==> src/rtl/gpio_scan_deserializer.sv <==
// ============================================================================
// Module  : gpio_scan_deserializer
// Brief   : Bit-serial GPIO front end. Assembles request packets from a scan
//           pin and shifts captured SRAM read data back out, full-duplex.
// Revision: 1.0 - initial release
// ============================================================================
`default_nettype none

module gpio_scan_deserializer #(
  parameter int PACKET_WIDTH = 86,
  parameter int DATA_WIDTH   = 64,
  parameter int CNT_WIDTH    = $clog2(PACKET_WIDTH + 2)
) (
  input  logic                    gpio_clock,
  input  logic                    reset,
  input  logic                    scan_en,
  input  logic                    scan_in,
  input  logic                    scan_load,
  input  logic                    data_capture,
  input  logic [DATA_WIDTH-1:0]   sram_data,
  output logic [PACKET_WIDTH-1:0] gpio_packet,
  output logic                    packet_valid,
  output logic                    scan_out,
  output logic [CNT_WIDTH-1:0]    bit_count,
  output logic                    frame_error
);

  localparam logic [1:0] S_IDLE   = 2'd0;
  localparam logic [1:0] S_SHIFT  = 2'd1;
  localparam logic [1:0] S_COMMIT = 2'd2;

  localparam logic [CNT_WIDTH-1:0] c_cnt_one  = CNT_WIDTH'(1);
  localparam logic [CNT_WIDTH-1:0] c_cnt_full = CNT_WIDTH'(PACKET_WIDTH);
  // One past a full packet marks an overrun and is where the counter parks.
  localparam logic [CNT_WIDTH-1:0] c_cnt_sat  = CNT_WIDTH'(PACKET_WIDTH + 1);

  logic [1:0]              r_state;
  logic [PACKET_WIDTH-1:0] r_shift_reg;
  logic [DATA_WIDTH-1:0]   r_readout_reg;

  always_ff @(posedge gpio_clock or negedge reset) begin
    if (!reset) begin
      r_state      <= S_IDLE;
      r_shift_reg  <= '0;
      gpio_packet  <= '0;
      packet_valid <= 1'b0;
      bit_count    <= '0;
      frame_error  <= 1'b0;
    end else begin
      packet_valid <= 1'b0;
      case (r_state)
        S_IDLE: begin
          if (scan_en) begin
            r_shift_reg <= {r_shift_reg[PACKET_WIDTH-2:0], scan_in};
            bit_count   <= c_cnt_one;
            r_state     <= S_SHIFT;
          end else if (scan_load) begin
            frame_error <= 1'b1;
          end
        end
        S_SHIFT: begin
          // A shift always wins over a simultaneous load request.
          if (scan_en) begin
            r_shift_reg <= {r_shift_reg[PACKET_WIDTH-2:0], scan_in};
            if (bit_count != c_cnt_sat) begin
              bit_count <= bit_count + c_cnt_one;
            end
          end else if (scan_load) begin
            if (bit_count == c_cnt_full) begin
              r_state <= S_COMMIT;
            end else begin
              frame_error <= 1'b1;
              bit_count   <= '0;
              r_state     <= S_IDLE;
            end
          end
        end
        S_COMMIT: begin
          // Scan inputs are deliberately ignored for this one cycle.
          gpio_packet  <= r_shift_reg;
          packet_valid <= 1'b1;
          bit_count    <= '0;
          frame_error  <= 1'b0;
          r_state      <= S_IDLE;
        end
        default: begin
          r_state <= S_IDLE;
        end
      endcase
    end
  end

  // Readout path runs regardless of packet state so it can overlap the next frame.
  always_ff @(posedge gpio_clock or negedge reset) begin
    if (!reset) begin
      r_readout_reg <= '0;
    end else if (data_capture) begin
      r_readout_reg <= sram_data;
    end else if (scan_en) begin
      r_readout_reg <= {r_readout_reg[DATA_WIDTH-2:0], 1'b0};
    end
  end

  assign scan_out = r_readout_reg[DATA_WIDTH-1];

endmodule

`default_nettype wire

==> config.mk <==
export PLATFORM = sky130hd
export DESIGN_NAME = gpio_scan_deserializer
export DESIGN_NICKNAME = d
export VERILOG_FILES = /design/src/rtl/gpio_scan_deserializer.sv
export SDC_FILE = /design/constraint.sdc
export NUM_CORES = 1
export LEC_CHECK = 0
export CAP_MARGIN = 5
export CORE_MARGIN = 1.5
export CORE_UTILIZATION = 45
export CTS_BUF_LIST = sky130_fd_sc_hd__clkbuf_4 sky130_fd_sc_hd__clkbuf_8
export CTS_CLUSTER_SIZE = 25
export DETAILED_ROUTE_END_ITERATION = 10
export PLACE_DENSITY = 0.69
export SYNTH_ARGS = -nofsm -noshare
export SYNTH_HDL_FRONTEND = slang
export SYNTH_SLANG_ARGS = --single-unit
==> constraint.sdc <==
create_clock -name gpio_clock -period 1.97 [get_ports gpio_clock]
set_input_delay 0.197 -clock gpio_clock [delete_from_list [all_inputs] [get_ports gpio_clock]]
set_output_delay 0.197 -clock gpio_clock [all_outputs]
set_load 0.1 [all_outputs]
==> impl_metrics.tcl <==
set metrics [dict create \
    max_freq_ghz 0.5385 \
    setup_violations 0 \
    critPathArrivalTime_ns 2.26 \
    pin_count 166 \
    hpwlAfterDp_mm 12.53 \
    dr.pass1.iters 7 \
    netlist_area_um2 10160 \
    netlist_top_cells_count "dfrtp_1, mux2_2, nand2_1, o21ai_0, mux2i_1" \
    vdd_drop_max_mv 0.8790 \
    period_minus_slack_ns 1.857 \
    synth_ff_type "dfrtp_1" \
    r2r_cells 6 \
    numPortBuffers 165 \
    syn_area_per_cell_um2 14.19 \
    yosys_warnings 0 \
    vias 6003 \
    wire_per_inst_um 15.82 \
    power_density_nw_per_um2 944.4 \
    setup_tns_ns 0 \
    cts_buffers 42 \
    synth_nets 793 \
    viasPerCell 4.969 \
    cp_max_fo 32 \
    grt_antenna_before_repair 0 \
    hold_viol_final 0 \
    start_util 0.4627 \
    drt_wl_total_mm 19.11 \
    core_um2 21960 \
    fin_skew_ns 0.01485 \
    dieArea_um2 23490 \
    dieHeight_um 153.3 \
    gp_congestion 0.7345 \
    h-tree-depth 2 \
    worst_pin_slew_ns 0.4795 \
    grt_overflow 0 \
    diodes 0 \
    grt_usage 0.1674 \
    end_kind "register" \
    yosys-top-cells-area "dfrtp_1, mux2_2, mux2i_1" \
    grt_pass1_vias 6178 \
    layout-drive-gt1-share 0.4030 \
    ctsLongestPathBuffers 3 \
    synth.distinct_cells 32 \
    min_period_over_period 0.9427 \
    setup.worst_path.end "r_shift_reg[85]" \
    synth-async-reset-ratio 1.000 \
    ys_ff_latch 247 \
    synth_top_cell_area_share 0.6083 \
    synthToLayoutAreaGrowth_pct 26.75 \
    cts_resized 0 \
    synth_edf_count 0 \
    p_leak_nw 6.503 \
    syn_inst 716 \
    rsz0062_at_grt "false" \
    synth.most_common_cell "dfrtp_1" \
    r2r_slack_ns 0.11 \
    cts_sinks 247 \
    drv_slew 0 \
    die_w_um 153.3 \
    crit_path_start_kind "register" \
    clkSlewWorstSetupHoldPaths_ns 0.06 \
    r2r_end "r_shift_reg[85]" \
    ys_seq_area_frac 0.6083 \
    r2r_start "r_state[1]" \
    ant_nets 0 \
    drc 5 \
    drt_iter0_drc 298 \
    critPathKind "register to register" \
    clock_latency_ns 0.53 \
    grt_max_degree 69 \
    cp.required_ns 2.38 \
    cts_root_buf "clkbuf_8" \
    setup_slack_ns 0.1129 \
    cts_tree "done" \
    outcome "finished with violations" \
    synth_top_area_cell "dfrtp_1" \
    max_slew_margin 0.6803 \
    pre_cts_ws_ns 0.1214 \
    cap_violations 0 \
    violations "design-rule violations" \
    row_count 54 \
    min_path_type "input pin to register" \
    grt_first_pass_wirelength_mm 32.04 \
    worstSetupStartpoint "r_state[1]" \
    fin_nets 978 \
]
## where the power goes
group | internal, W | switching [W]
Combinational | 0.000891 | 0.000887
Clock | 0.00263 | 0.00196
Sequential | 0.00550 | 0.000290
Total | 0.00903 | 0.00313
## timing repair
action                    CTS  global route
setup buffers               0             0
hold endpoints to repair   54             0
hold buffers                1             0
## area by class of cell
class / instances / area (um2)
clock inverters: 5 / 33.78
repair buffers: 183 / 1709
well taps: 280 / 350.3
clock buffers: 66 / 820.8
fillers: 1785 / 9080
multi-input cells: 420 / 3749
flip-flops and latches: 247 / 6190
inverters: 7 / 26.28
## critical path, cell delays in order (launching register included)
cell     delay [ns]
dfrtp_1        0.35
inv_1          0.09
ha_1           0.24
or2_1          0.28
nand2_4        0.15
buf_12         0.25
mux2_2         0.36
## logic make-up after synthesis
logic type	synth area share
buf+inv	0.02450
flops	0.6083
compound gates	0.04531
simple gates	0.03990
fa+ha+maj	0.008619
mux	0.2734
## layer usage
metal | track usage | wire length, um | up-vias
met5 | 0 | 0 | -
met4 | 0.06396 | 392 | 0
met3 | 0.04139 | 1028 | 31
met2 | 0.2604 | 8952 | 126
met1 | 0.2269 | 8741 | 2963
li1 | - | - | 2883
## cell usage in the layout, fill, tap and decap left out, types with 6 or more instances in the layout
master / instances
a211oi_1: 6
buf_12: 13
buf_4: 101
clkbuf_4: 14
clkbuf_8: 52
clkdlybuf4s50_1: 66
dfrtp_1: 240
dfrtp_2: 7
ha_1: 6
inv_1: 7
mux2_2: 132
mux2_4: 42
mux2i_1: 66
nand2_1: 67
nor2_1: 7
o21ai_0: 67
## worst min-delay path by stage
| stage | startpoint | endpoint | slack [ns] | cells past startpoint |
|---|---|---|---|---|
| floorplan | reset | bit_count[0] | -0.1 | 0 |
| detailed placement | reset | gpio_packet[67] | 0.17 | 1 |
| global route | data_capture | r_readout_reg[2] | 0.15 | 3 |
| finish | scan_en | r_readout_reg[54] | 0.13 | 3 |
| global placement | reset | gpio_packet[69] | 0.17 | 1 |
| CTS | scan_en | r_readout_reg[54] | 0.10 | 3 |
## stage by stage
step	util	hold slack [ns]	power (W)	instances	cell area (um2)
final	0.5865	0.1303	0.01216	1208	12880
after floorplan	-	-0.09859	0.007075	716	10170
after global routing	0.5865	0.1515	0.01281	1208	12880
after detailed placement	0.5471	0.1722	0.007682	1136	12010
after CTS	0.5865	0.1044	0.01237	1208	12880
after global placement	0.5471	0.1706	0.007651	1136	12010
(Power assumes the default switching activity.)
